$ cat config.mk
export PLATFORM = sky130hd
export DESIGN_NAME = vdp_reg_write_arbiter_flat
export DESIGN_NICKNAME = d
export VERILOG_FILES = /design/src/rtl/vdp_reg_write_arbiter_pkg.sv /design/src/rtl/vdp_reg_write_arbiter_if.sv /design/src/rtl/vdp_reg_write_fifo.sv /design/src/rtl/vdp_reg_write_arbiter.sv /design/src/flat_wrapper.sv
export VERILOG_INCLUDE_DIRS = /design/src /design/src/rtl
export SDC_FILE = /design/constraint.sdc
export NUM_CORES = 1
export LEC_CHECK = 0
export ABC_CLOCK_PERIOD_IN_PS = 4500
export BUFFER_PORTS_ARGS = -buffer_cell sky130_fd_sc_hd__clkbuf_2
export CAP_MARGIN = 20
export CORE_MARGIN = 10
export CORE_UTILIZATION = 61
export DETAILED_ROUTE_END_ITERATION = 12
export GPL_TIMING_DRIVEN = 0
export PLACE_DENSITY_LB_ADDON = 0.05
export SLEW_MARGIN = 20
export SYNTH_ARGS = -nofsm -noshare
export SYNTH_HDL_FRONTEND = slang
export SYNTH_SLANG_ARGS = --single-unit
$ cat constraint.sdc
create_clock -name clk -period 4.5 [get_ports clk]
set_input_delay 0.225 -clock clk [delete_from_list [all_inputs] [get_ports clk]]
set_output_delay 0.225 -clock clk [all_outputs]
set_load 0.05 [all_outputs]
$ cat src/rtl/vdp_reg_arb.vh
// Register-file geometry shared by the copper, the register file and the write arbiter.
// Optional build macro used by the arbiter: VDP_REG_ARB_STATS_EN.
`ifndef VDP_REG_ARB_VH
`define VDP_REG_ARB_VH

`define VDP_REG_ADDR_WIDTH 6
`define VDP_REG_DATA_WIDTH 16
`define VDP_REG_FIFO_DEPTH 4

`endif

$ cat src/rtl/vdp_reg_write_arbiter_pkg.sv
// Shared constants and types for the VDP register write arbiter.
// Optional build macro used by the arbiter: VDP_REG_ARB_STATS_EN.
`include "vdp_reg_arb.vh"

package vdp_reg_write_arbiter_pkg;

    localparam int VDP_ADDR_WIDTH = `VDP_REG_ADDR_WIDTH;
    localparam int VDP_DATA_WIDTH = `VDP_REG_DATA_WIDTH;
    localparam int VDP_FIFO_DEPTH = `VDP_REG_FIFO_DEPTH;

    // Which requester owns the register-file write port this cycle.
    typedef enum logic [1:0] {
        SRC_NONE,
        SRC_HOST,
        SRC_COPPER
    } write_src_e;

endpackage

$ cat src/rtl/vdp_reg_write_arbiter_if.sv
// Bus bundle between host/copper write sources, the arbiter and the register file.
// copper_stall_count exists only when VDP_REG_ARB_STATS_EN is defined.
interface vdp_reg_write_arbiter_if #(
    parameter int ADDR_WIDTH = vdp_reg_write_arbiter_pkg::VDP_ADDR_WIDTH,
    parameter int DATA_WIDTH = vdp_reg_write_arbiter_pkg::VDP_DATA_WIDTH
);
    logic                  host_write_en;
    logic [ADDR_WIDTH-1:0] host_write_address;
    logic [DATA_WIDTH-1:0] host_write_data;
    logic                  copper_write_en;
    logic [ADDR_WIDTH-1:0] copper_write_address;
    logic [DATA_WIDTH-1:0] copper_write_data;
    logic                  copper_write_ready;
    logic                  copper_flush;
    logic                  reg_write_en;
    logic [ADDR_WIDTH-1:0] reg_write_address;
    logic [DATA_WIDTH-1:0] reg_write_data;
    logic                  copper_overflow;
`ifdef VDP_REG_ARB_STATS_EN
    logic [15:0]           copper_stall_count;
`endif

    modport master (
        output host_write_en, host_write_address, host_write_data,
        output copper_write_en, copper_write_address, copper_write_data, copper_flush,
        input  copper_write_ready, reg_write_en, reg_write_address, reg_write_data,
        input  copper_overflow
`ifdef VDP_REG_ARB_STATS_EN
        , input copper_stall_count
`endif
    );

    modport slave (
        input  host_write_en, host_write_address, host_write_data,
        input  copper_write_en, copper_write_address, copper_write_data, copper_flush,
        output copper_write_ready, reg_write_en, reg_write_address, reg_write_data,
        output copper_overflow
`ifdef VDP_REG_ARB_STATS_EN
        , output copper_stall_count
`endif
    );

endinterface

$ cat src/rtl/vdp_reg_write_fifo.sv
// Small synchronous FIFO holding buffered copper register writes.
// DEPTH must be a power of two so the pointers wrap naturally.
module vdp_reg_write_fifo #(
    parameter int DEPTH = 4,
    parameter int WIDTH = 22
) (
    input  logic             clk,
    input  logic             reset,
    input  logic             push,
    input  logic             pop,
    input  logic             flush,
    input  logic [WIDTH-1:0] push_data,
    output logic             full,
    output logic             empty,
    output logic [WIDTH-1:0] head
);
    localparam int PTR_W = $clog2(DEPTH);

    logic [PTR_W-1:0] wr_ptr;
    logic [PTR_W-1:0] rd_ptr;
    logic [PTR_W:0]   count;
    logic [WIDTH-1:0] mem [DEPTH];
    logic             do_push;
    logic             do_pop;

    assign full    = (count == (PTR_W+1)'(DEPTH));
    assign empty   = (count == '0);
    assign head    = mem[rd_ptr];
    assign do_push = push && !full && !flush;
    assign do_pop  = pop && !empty && !flush;

    // Flush behaves like a reset of the bookkeeping; stored data is simply abandoned.
    always_ff @(posedge clk) begin
        if (reset || flush) begin
            wr_ptr <= '0;
            rd_ptr <= '0;
            count  <= '0;
        end else begin
            if (do_push)
                wr_ptr <= wr_ptr + PTR_W'(1);
            if (do_pop)
                rd_ptr <= rd_ptr + PTR_W'(1);
            case ({do_push, do_pop})
                2'b10:   count <= count + (PTR_W+1)'(1);
                2'b01:   count <= count - (PTR_W+1)'(1);
                default: count <= count;
            endcase
        end
    end

    always_ff @(posedge clk) begin
        if (do_push)
            mem[wr_ptr] <= push_data;
    end

endmodule

$ cat src/rtl/vdp_reg_write_arbiter.sv
// Merges host and buffered copper writes onto the single VDP register-file write port.
// Define VDP_REG_ARB_STATS_EN to add the copper_stall_count statistic.
module vdp_reg_write_arbiter
    import vdp_reg_write_arbiter_pkg::*;
#(
    parameter int FIFO_DEPTH = VDP_FIFO_DEPTH,
    parameter int ADDR_WIDTH = VDP_ADDR_WIDTH,
    parameter int DATA_WIDTH = VDP_DATA_WIDTH
) (
    input logic                    clk,
    input logic                    reset,
    vdp_reg_write_arbiter_if.slave bus
);
    localparam int ENTRY_W = ADDR_WIDTH + DATA_WIDTH;

    logic                  fifo_full;
    logic                  fifo_empty;
    logic [ENTRY_W-1:0]    fifo_head;
    logic                  push;
    logic                  pop;
    write_src_e            src;
    logic                  out_en;
    logic [ADDR_WIDTH-1:0] out_addr;
    logic [DATA_WIDTH-1:0] out_data;
    logic                  overflow;

    // Ready comes from registered occupancy only, so a same-cycle pop never frees a slot.
    assign bus.copper_write_ready = !fifo_full;
    assign push = bus.copper_write_en && !fifo_full && !bus.copper_flush;
    assign pop  = (src == SRC_COPPER);

    always_comb begin
        src = SRC_NONE;
        if (bus.host_write_en)
            src = SRC_HOST;
        else if (!fifo_empty && !bus.copper_flush)
            src = SRC_COPPER;
    end

    vdp_reg_write_fifo #(
        .DEPTH (FIFO_DEPTH),
        .WIDTH (ENTRY_W)
    ) u_fifo (
        .clk       (clk),
        .reset     (reset),
        .push      (push),
        .pop       (pop),
        .flush     (bus.copper_flush),
        .push_data ({bus.copper_write_address, bus.copper_write_data}),
        .full      (fifo_full),
        .empty     (fifo_empty),
        .head      (fifo_head)
    );

    // Address and data hold their last values on idle cycles; only the strobe drops.
    always_ff @(posedge clk) begin
        if (reset) begin
            out_en   <= 1'b0;
            out_addr <= '0;
            out_data <= '0;
            overflow <= 1'b0;
        end else begin
            out_en <= (src != SRC_NONE);
            case (src)
                SRC_HOST: begin
                    out_addr <= bus.host_write_address;
                    out_data <= bus.host_write_data;
                end
                SRC_COPPER: {out_addr, out_data} <= fifo_head;
                default: ;
            endcase
            if (bus.copper_write_en && fifo_full && !bus.copper_flush)
                overflow <= 1'b1;
        end
    end

    assign bus.reg_write_en      = out_en;
    assign bus.reg_write_address = out_addr;
    assign bus.reg_write_data    = out_data;
    assign bus.copper_overflow   = overflow;

`ifdef VDP_REG_ARB_STATS_EN
    logic [15:0] stall_count;

    // Counts cycles where buffered copper work was held off by a host write.
    always_ff @(posedge clk) begin
        if (reset || bus.copper_flush)
            stall_count <= '0;
        else if (!fifo_empty && bus.host_write_en && stall_count != 16'hFFFF)
            stall_count <= stall_count + 16'd1;
    end

    assign bus.copper_stall_count = stall_count;
`endif

endmodule

$ cat src/flat_wrapper.sv
// flat-port wrapper written by rule: the top's interface ports become plain ports
module vdp_reg_write_arbiter_flat import vdp_reg_write_arbiter_pkg::*;
#(
    parameter int FIFO_DEPTH = VDP_FIFO_DEPTH,
    parameter int ADDR_WIDTH = VDP_ADDR_WIDTH,
    parameter int DATA_WIDTH = VDP_DATA_WIDTH
)
  (clk, reset, bus_host_write_en, bus_host_write_address, bus_host_write_data, bus_copper_write_en, bus_copper_write_address, bus_copper_write_data, bus_copper_flush, bus_copper_write_ready, bus_reg_write_en, bus_reg_write_address, bus_reg_write_data, bus_copper_overflow);
  vdp_reg_write_arbiter_if #(.ADDR_WIDTH(ADDR_WIDTH), .DATA_WIDTH(DATA_WIDTH)) bus_i ();
  input logic clk;
  input logic reset;
  input wire logic [$bits(bus_i.host_write_en)-1:0] bus_host_write_en;
  input wire logic [$bits(bus_i.host_write_address)-1:0] bus_host_write_address;
  input wire logic [$bits(bus_i.host_write_data)-1:0] bus_host_write_data;
  input wire logic [$bits(bus_i.copper_write_en)-1:0] bus_copper_write_en;
  input wire logic [$bits(bus_i.copper_write_address)-1:0] bus_copper_write_address;
  input wire logic [$bits(bus_i.copper_write_data)-1:0] bus_copper_write_data;
  input wire logic [$bits(bus_i.copper_flush)-1:0] bus_copper_flush;
  output wire logic [$bits(bus_i.copper_write_ready)-1:0] bus_copper_write_ready;
  output wire logic [$bits(bus_i.reg_write_en)-1:0] bus_reg_write_en;
  output wire logic [$bits(bus_i.reg_write_address)-1:0] bus_reg_write_address;
  output wire logic [$bits(bus_i.reg_write_data)-1:0] bus_reg_write_data;
  output wire logic [$bits(bus_i.copper_overflow)-1:0] bus_copper_overflow;
  assign bus_i.host_write_en = bus_host_write_en;
  assign bus_i.host_write_address = bus_host_write_address;
  assign bus_i.host_write_data = bus_host_write_data;
  assign bus_i.copper_write_en = bus_copper_write_en;
  assign bus_i.copper_write_address = bus_copper_write_address;
  assign bus_i.copper_write_data = bus_copper_write_data;
  assign bus_i.copper_flush = bus_copper_flush;
  assign bus_copper_write_ready = bus_i.copper_write_ready;
  assign bus_reg_write_en = bus_i.reg_write_en;
  assign bus_reg_write_address = bus_i.reg_write_address;
  assign bus_reg_write_data = bus_i.reg_write_data;
  assign bus_copper_overflow = bus_i.copper_overflow;
  vdp_reg_write_arbiter #(.FIFO_DEPTH(FIFO_DEPTH), .ADDR_WIDTH(ADDR_WIDTH), .DATA_WIDTH(DATA_WIDTH)) u_core (.clk(clk), .reset(reset), .bus(bus_i));
endmodule
==> Yosys cells after proc, flatten, opt, wreduce, memory -nomap -nowiden <==
Memories as Yosys holds them, arrays and structs flattened. A register that Yosys moved wholly into a read port is not among the register bits.
Cells that the tools add are included.
{ "classes": {"addsub": 4, "n_eq_ne": 5, "mux": 9, "n_reduce_logical": 17} }
{ "ops": {"columns": ["cell", "n"], "rows": [
  ["16-bit one-hot mux with 2 select lines", 1],
  ["6-bit one-hot mux with 2 select lines", 1],
  ["1-bit logical AND", 9],
  ["2-bit two-way mux", 4],
  ["3-bit one-hot mux with 2 select lines", 1],
  ["2-bit nonzero test", 3],
  ["2-bit by 1-bit adder with 2-bit output, second input constant", 2],
  ["2-bit by 1-bit equality test with 1-bit output, second input constant", 2],
  ["2-bit equality test, second input constant", 2],
  ["3-bit by 1-bit adder with 3-bit output, second input constant", 1],
  ["3-bit equality test, second input constant", 1],
  ["1-bit zero test", 3],
  ["3-bit zero test", 1],
  ["3-bit by 1-bit subtractor with 3-bit output, second input constant", 1],
  ["1-bit two-way mux", 2],
  ["1-bit logical OR", 1]
]} }
{ "totals": {"regBits": 31, "ram_bits": 88, "input_bits": 49, "out_inout_bits": 25, "wordCells": 43, "n_memories": 1} }
{ "mem_list": {"columns": ["name", "words", "word_bits", "read_ports", "rd_clocked_by_memory_dff", "wr", "line", "source"], "rows": [
  ["u_core.u_fifo.mem", 4, 22, 1, 1, 1, "vdp_reg_write_fifo.sv:22", "logic [WIDTH-1:0] mem [DEPTH];"]
]} }

==> Logic depth before layout (Yosys ltp) <==
Gate-level depths: netlist (run 1).
{ "logic_depth": {"word_depth": 10, "depth_mapped": 10, "ltp_nobuf": 9} }

==> Hierarchy <==
From an unflattened synthesis (run 1), not the netlist that was laid out.
{ "hier_totals": {"hier_cells": 307, "hier_area_um2": 4917.2} }
{ "modules_own_cells": {"columns": ["module", "instances", "cells_per_inst", "area_per_inst_um2", "seq_area_each_um2"], "rows": [
  ["vdp_reg_write_fifo", 1, 171, 3677.3, 2822.7],
  ["vdp_reg_write_arbiter", 1, 136, 1239.9, 480.5]
]} }

==> Worst setup path before layout (run 1) <==
No wires, ideal clock.
{ "synth_timing": {"path_kind": "register to register", "from": "register u_core.u_fifo.count[2]", "to": "register u_core.u_fifo.count[2]", "setup_time_ns": 0.071, "t_arrival_ns": 2.036, "required_time_ns": 4.429, "setup_slack_ns": 2.393, "path_stages_with_launch": 10, "path_buffers": 0, "synth_period_minus_slack_ns": 2.107, "path_cell_list": "dfxtp_1 -> nor3b_1 -> nor2_1 -> inv_1 -> ha_1 -> inv_1 -> fa_1 -> xor2_1 -> or3_1 -> a21oi_1"} }
{ "synth_between": {"elab_chain_cells": 10, "elab_cells_between_ends": 20, "cone_classes": "add/sub: 2; eq/ne: 4; mux: 3; reduce/logical: 11"} }
{ "synth_rtl": {"columns": ["item", "line", "source"], "rows": [
  ["start, declared", "vdp_reg_write_fifo.sv:21", "logic [PTR_W:0] count;"],
  ["start signal, assigned", "vdp_reg_write_fifo.sv:44", "2'b10: count <= count + (PTR_W+1)'(1);"],
  ["start signal, assigned", "vdp_reg_write_fifo.sv:45", "2'b01: count <= count - (PTR_W+1)'(1);"],
  ["start signal, assigned", "vdp_reg_write_fifo.sv:46", "default: count <= count;"],
  ["3-bit zero test", "vdp_reg_write_fifo.sv:27", "assign empty = (count == '0);"],
  ["1-bit zero test", "vdp_reg_write_fifo.sv:30, vdp_reg_write_arbiter.sv:36", null],
  ["1-bit logical AND", "vdp_reg_write_arbiter.sv:36", "else if (!fifo_empty && !bus.copper_flush)"],
  ["2-bit two-way mux", "vdp_reg_write_arbiter.sv:36", null],
  ["2-bit two-way mux", "vdp_reg_write_arbiter.sv:34", "if (bus.host_write_en)"],
  ["2-bit equality test", "vdp_reg_write_arbiter.sv:30", "assign pop = (src == SRC_COPPER);"],
  ["1-bit logical AND (2 in a row)", "vdp_reg_write_fifo.sv:30", "assign do_pop = pop && !empty && !flush;"],
  ["2-bit by 1-bit equality test with 1-bit output / 2-bit equality test (equally long branches)", "vdp_reg_write_fifo.sv:43", "case ({do_push, do_pop})"],
  ["3-bit one-hot mux with 2 select lines / 2-bit nonzero test (equally long branches)", null, null]
]} }
Several ways; a longest one is shown, not always the timed one.
A chain may end at the register's enable or synchronous reset.

==> Final worst setup path (run 1) <==
Same ends and word-level chain as after synthesis.

==> impl_metrics.ini, run 1 <==
[worst_setup_path]
cp_common_cell = inv_1
critPathKind = reg2reg
critPathArrivalTime_ns = 2.78
crit_path_start_kind = flip-flop
crit_chain = nor3b_1 -> nor2_1 -> inv_1 -> ha_1 -> inv_1 -> fa_1 -> xor2_1 -> or3_1 -> a21oi_1
critPathSlowestCell = nor3b_1
cp.required_ns = 4.94
end_kind = flip-flop
path_max_fanout = 5
critPathMaxStageDelay_ns = 0.47

[sta]
fmax_mhz = 429
drv_slew = 0
min_period_ns = 2.33
grt_setup_unrepaired = false
skew_ns = 0.0101
setup_viol = 0
maxSlewHeadroom_pct = 46.3
worstMarginPinSlew_ns = 0.806
hold_viol = 0
setup_tns_ns = 0
period_share_pct = 51.8

[die]
design.die.area_sq_um = 12200
ios = 74
rows = 32
start_util_pct = 63.7
die_h_um = 110
dieWidth_um = 110
core_sq_um = 7810

[global_routing]
grt_use_total_pct = 20.2
grt_pass1_vias = 3332
grt_pass1_wl_mm = 18.2
grt_max_degree = 23
antenna_found_initial = 0
grt-ovfl-total = 0

[hold_path]
hp-class = in2reg

[synth]
synth_cells = 314
async_reset_ff_share_pct = 0
synth_flop_cell = edfxtp_1
synthMuxAreaShare_pct = 10.2
yosysWarnings = 0
synth_top_family_by_area = compound AO/OA/AOI/OAI gates
synth_area_leader_cell = edfxtp_1
ys_seq_area_share_pct = 66.4
syn_area_sq_um = 4970
synth_seq_cells = 121
synth_simple_gate_area_share_pct = 6.47
synth_top_cell_area_share_pct = 53.2
synth_edf_count = 88
syn-num-nets = 369
synth-xor-area-share_pct = 0.352
synth_compound_area_share_pct = 10.8
avgSynthCellArea_sq_um = 15.8
synth_area_leaders = edfxtp_1 53%, dfxtp_1 13%, mux4_2 7.2%
synth.distinct_cells = 36
synthAdderAreaFrac_pct = 1.66

[placement]
dpl.cell_count = 487
gp_congestion = 0.782
port_buffers = 71
dp_hpwl_mm = 6.98

[final_layout]
layout_common_cells = 88 x edfxtp_1, 71 x clkbuf_2, 33 x dfxtp_1, 32 x dlygate4sd3_1, 29 x nor2_1
area_growth_pct = 28.9
nFillCells = 415
antenna_cells = 0
final_nets = 491
drive_gt1_share_pct = 35.0
layout_commonest_cell = edfxtp_1
finalNonFillerCells = 551

[power_and_ir_drop]
peakVddDrop_uv = 348
p_leak_nw = 2.29
pwr_density_cell_nw_per_um2 = 451
power_mw = 2.89

[routing]
drc = 0
wire_per_inst_um = 20.9
drt_iter0_drc = 152
vias = 3200
drt-pass1-iter-count = 4
final_antenna_net_count = 0
avgViaCountPerCell = 5.81
drt-total-wl_mm = 11.5

[clocking]
cts.sinks = 121
postCtsSetupRepairBufs = 0
clock-root-buffer = clkbuf_8
cts_resized = 0
clk_latency_ns = 0.51
htreeDepth = 4
cts_tree = yes
clockBufferDepth = 2
cts_made_buffers = 17
clk_pin_slew_ns = 0.06

[run_status]
status = finished clean

[run]
drv_cap = 0
cell families (layout without fill, tap and decap cells):
| kind of cell | Yosys count | count (layout) |
|---|---|---|
| and+or+nand+nor | 66 | 66 |
| AOI/OAI and AO/OA | 62 | 62 |
| adders and majority gates | 6 | 6 |
| xor gates and xnor gates | 2 | 2 |
| buffers and inverters | 33 | 168 |
| DFF | 121 | 121 |
| muxes | 24 | 24 |
per-layer routing:
layer | wire length, um | GRT usage [%] | vias to the layer above
met3 | 1110 | 7.37 | 13
met1 | 4630 | 25.0 | 1553
met2 | 5640 | 32.1 | 146
li1 | - | - | 1488
met5 | 0 | 0 | -
met4 | 140 | 6.97 | 0
synthesized netlist by cell type, types with 2 or more instances:
master	n
edfxtp_1	88
buf_12	2
nor2_1	29
mux4_2	16
o41ai_2	2
or3_1	2
a311oi_1	3
inv_1	10
o2111ai_1	2
a22o_1	2
clkbuf_1	8
ha_1	5
a311oi_2	17
o21ai_0	23
buf_6	5
mux2i_1	4
nand3_1	23
xor2_1	2
buf_2	6
a21oi_1	10
dfxtp_1	33
nor2b_1	2
mux4_1	4
and3_1	4
through the flow:
step	instance area [sq um]	hold WS [ns]	worst slack, ns	utilization (%)
floorplan	4970	0.324	2.39	-
global placement	5450	0.439	2.21	69.9
detailed placement	5460	0.444	2.19	69.9
CTS	6410	0.00506	2.17	82.1
global route	6410	0.0273	1.99	82.1
finish	6410	0.0268	2.17	82.1
what timing repair did:
item | in CTS | in global routing
hold buffers | 32 | 0
endpoints found under the hold margin | 98 | 0
setup endpoints to repair | 0 | 0
final cells by class:
cell class,instances,area (sq um),area share [%]
Tap cell,102,128,1.99
Multi-Input combinational cell,160,1470,22.9
Sequential cell,121,3300,51.6
Timing Repair Buffer,103,676,10.5
Inverter,11,41.3,0.644
Buffer,22,164,2.56
Clock inverter,14,210,3.28
Clock buffer,18,418,6.52
registers in the layout, indices dropped and copies added, names as in the netlist, named ones only:
signal and cells:
u_core.bus.reg_write_en 1, u_core.bus.reg_write_data 16, u_core.bus.copper_overflow 1, u_core.bus.reg_write_address 6
u_core.u_fifo.wr_ptr 2, u_core.u_fifo.mem 88, u_core.u_fifo.rd_ptr 2, u_core.u_fifo.count 3
power by group:
group	total [mW]	switching (mW)	internal [mW]
logic	0.226	0.144	0.0818
registers	1.24	0.0130	1.22
clock network	1.42	0.509	0.915
final timing paths:
path / start / to / slack [ns] / depth (start not counted)
max: u_core.u_fifo.count[2]$_SDFFE_PP0P_ / u_core.u_fifo.count[2]$_SDFFE_PP0P_ / 2.17 / 9
min reg2reg: u_core.bus.copper_overflow$_SDFFE_PP0P_ / u_core.bus.copper_overflow$_SDFFE_PP0P_ / 0.48 / 2
min: bus_host_write_address[2] / u_core.bus.reg_write_address[2]$_SDFFE_PP0P_ / 0.03 / 3
max reg2reg: u_core.u_fifo.count[2]$_SDFFE_PP0P_ / u_core.u_fifo.count[2]$_SDFFE_PP0P_ / 2.17 / 9
critical path, delay by kind of cell (launching register included):
| family | cells | cell delay, ns |
|---|---|---|
| simple gates | 3 | 0.88 |
| compound gates | 1 | 0.13 |
| xor+xnor | 1 | 0.15 |
| flops | 1 | 0.42 |
| buf+inv | 2 | 0.14 |
| fa+ha+maj | 2 | 0.54 |
Power figures use the tool's default switching activity.
==> run 2, diff against run 1 <==
--- a/config.mk
+++ b/config.mk
@@ -6,11 +6,11 @@
 export SDC_FILE = /design/constraint.sdc
 export NUM_CORES = 1
 export LEC_CHECK = 0
-export ABC_CLOCK_PERIOD_IN_PS = 4500
+export ABC_CLOCK_PERIOD_IN_PS = 2000
 export BUFFER_PORTS_ARGS = -buffer_cell sky130_fd_sc_hd__clkbuf_2
 export CAP_MARGIN = 20
 export CORE_MARGIN = 10
-export CORE_UTILIZATION = 61
+export CORE_UTILIZATION = 51
 export DETAILED_ROUTE_END_ITERATION = 12
 export GPL_TIMING_DRIVEN = 0
 export PLACE_DENSITY_LB_ADDON = 0.05
==> constraint.sdc (replaced) <==
create_clock -name clk -period 2 [get_ports clk]
set_input_delay 0.1 -clock clk [delete_from_list [all_inputs] [get_ports clk]]
set_output_delay 0.1 -clock clk [all_outputs]
set_load 0.05 [all_outputs]
==> impl_metrics.ini, run 2 (synthesis gave the netlist of run 1 again) <==
[routing]
drc = 0
avgViaCountPerCell = 5.36
drt_iter0_drc = 184
final_antenna_net_count = 0
wire_per_inst_um = 18.6
vias = 3192
drt-total-wl_mm = 11.1
drt-pass1-iter-count = 4

[die]
start_util_pct = 53.0
design.die.area_sq_um = 14100
rows = 35
die_h_um = 119
core_sq_um = 9370
ios = 74
dieWidth_um = 119

[hold_path]
holdCritStartpoint = reset
hp-class = in2reg
min_to = u_core.bus.reg_write_data[1]$_SDFFE_PP0P_
worstHoldPathCells = 2

[sta]
maxSlewHeadroom_pct = 48.5
grt_setup_unrepaired = true
min_period_ns = 1.97
hold_viol = 0
skew_ns = 0.0125
drv_slew = 0
fmax_mhz = 507
period_share_pct = 98.6
worstMarginPinSlew_ns = 0.773
setup_viol = 0

[placement]
dp_hpwl_mm = 7.02
dpl.cell_count = 514
post_dp_cell_area_sq_um = 5500
port_buffers = 71
gp_congestion = 0.782

[clocking]
clockBufferDepth = 2
cts.sinks = 121
clk_pin_slew_ns = 0.06
clk_latency_ns = 0.51
cts_made_buffers = 17
cts_tree = yes
clock-root-buffer = clkbuf_8
htreeDepth = 4

[power_and_ir_drop]
pwr_density_cell_nw_per_um2 = 969
p_leak_nw = 2.35
peakVddDrop_uv = 664

[final_layout]
area_growth_pct = 33.5
layout_commonest_cell = edfxtp_1
regMostFlops = u_core.u_fifo.mem
final_area_sq_um = 6640
final_nets = 508
layout_common_cells = 88 x edfxtp_1, 70 x clkbuf_2, 46 x dlygate4sd3_1, 30 x dfxtp_1, 29 x nor2_1
drive_gt1_share_pct = 35.8
finalNonFillerCells = 595
largest_reg_flops = 88
antenna_cells = 0

[global_routing]
grt_max_degree = 23
antenna_found_initial = 0
grt-ovfl-total = 0
grt_pass1_wl_mm = 18.2
grt_pass1_vias = 3423
grt_use_total_pct = 16.3

[worst_setup_path]
r2r_end = u_core.u_fifo.count[2]$_SDFFE_PP0P_
critPathKind = in2reg
path_max_fanout = 6
critPathArrivalTime_ns = 2.41
cp.required_ns = 2.43
crit_path_start_kind = input port
rr_startpoint = u_core.u_fifo.count[1]$_SDFFE_PP0P_
rr_worst_depth = 9
end_kind = flip-flop
regToRegSetupSlack_ns = 0.05

[run]
drv_cap = 0

[run_status]
status = finished clean
-- run 2: timing repair --
item | 4_1_cts | 5_1_grt
buffers inserted | 2 | 3
gates resized for setup | 6 | 8
hold endpoints to repair | 113 | 0
hold buffers | 47 | 0
endpoints found under the setup margin | 2 | 2
pin swaps | 1 | 4
-- run 2: how the worst max path moves through the flow --
stage / slack (ns) / startpoint / endpoint
6_report: 0.03 / bus_host_write_en / u_core.u_fifo.count[2]$_SDFFE_PP0P_
5_1_grt: -0.07 / u_core.u_fifo.count[1]$_SDFFE_PP0P_ / u_core.u_fifo.count[2]$_SDFFE_PP0P_
4_1_cts: 0.02 / u_core.u_fifo.count[2]$_SDFFE_PP0P_ / u_core.u_fifo.count[2]$_SDFFE_PP0P_
3_5_place_dp: -0.18 / u_core.u_fifo.count[0]$_SDFFE_PP0P_ / u_core.u_fifo.count[2]$_SDFFE_PP0P_
3_3_place_gp: -0.16 / u_core.u_fifo.count[0]$_SDFFE_PP0P_ / u_core.u_fifo.count[2]$_SDFFE_PP0P_
2_1_floorplan: 0.02 / u_core.u_fifo.count[0]$_SDFFE_PP0P_ / u_core.u_fifo.count[2]$_SDFFE_PP0P_
-- run 2: final cells by class --
class | count | area (sq um)
Multi-Input combinational cell | 160 | 1500
Tap cell | 129 | 161
Clock inverter | 14 | 195
Timing Repair Buffer | 121 | 848
Fill cell | 660 | 2740
Sequential cell | 121 | 3310
Buffer | 21 | 159
Clock buffer | 18 | 418
Inverter | 11 | 41.3
-- run 2: report_power, final --
group	internal (mW)	switching (mW)	total [mW]	leakage [nW]
combinational	0.203	0.322	0.525	0.988
clock	2.03	1.10	3.13	0.291
sequential	2.75	0.0254	2.78	1.07
total	4.98	1.45	6.43	2.35
-- run 2: metrics by stage --
stage                     power [mW]  hold WS, ns  setup slack, ns  utilization (%)  TNS (ns)
final                           6.43       0.0133           0.0277             70.8         0
after global routing            6.64       0.0312          -0.0685             70.8    -0.327
after CTS                       6.48       0.0122           0.0198             70.5         0
after detailed placement        3.28        0.325           -0.180             58.7    -0.218
after global placement          3.28        0.317           -0.164             58.7    -0.204
after floorplan                 3.13        0.199           0.0169                -         0
-- run 2: worst max-delay path, cell delays in order --
cell and delay (ns):
dlygate4sd3_1 0.65, or2_4 0.31, nor2_1 0.11, ha_2 0.21, inv_2 0.04, fa_2 0.32
xor2_1 0.15, or3_1 0.38, a21oi_2 0.13
-- run 2: per-layer routing --
| metal | up-vias | routed length (um) | GRT usage, % |
|---|---|---|---|
| met2 | 80 | 5330 | 25.2 |
| met1 | 1581 | 5100 | 21.1 |
| met3 | 9 | 552 | 5.57 |
| met4 | 0 | 110 | 5.34 |
| met5 | - | 0 | 0 |
| li1 | 1522 | - | - |
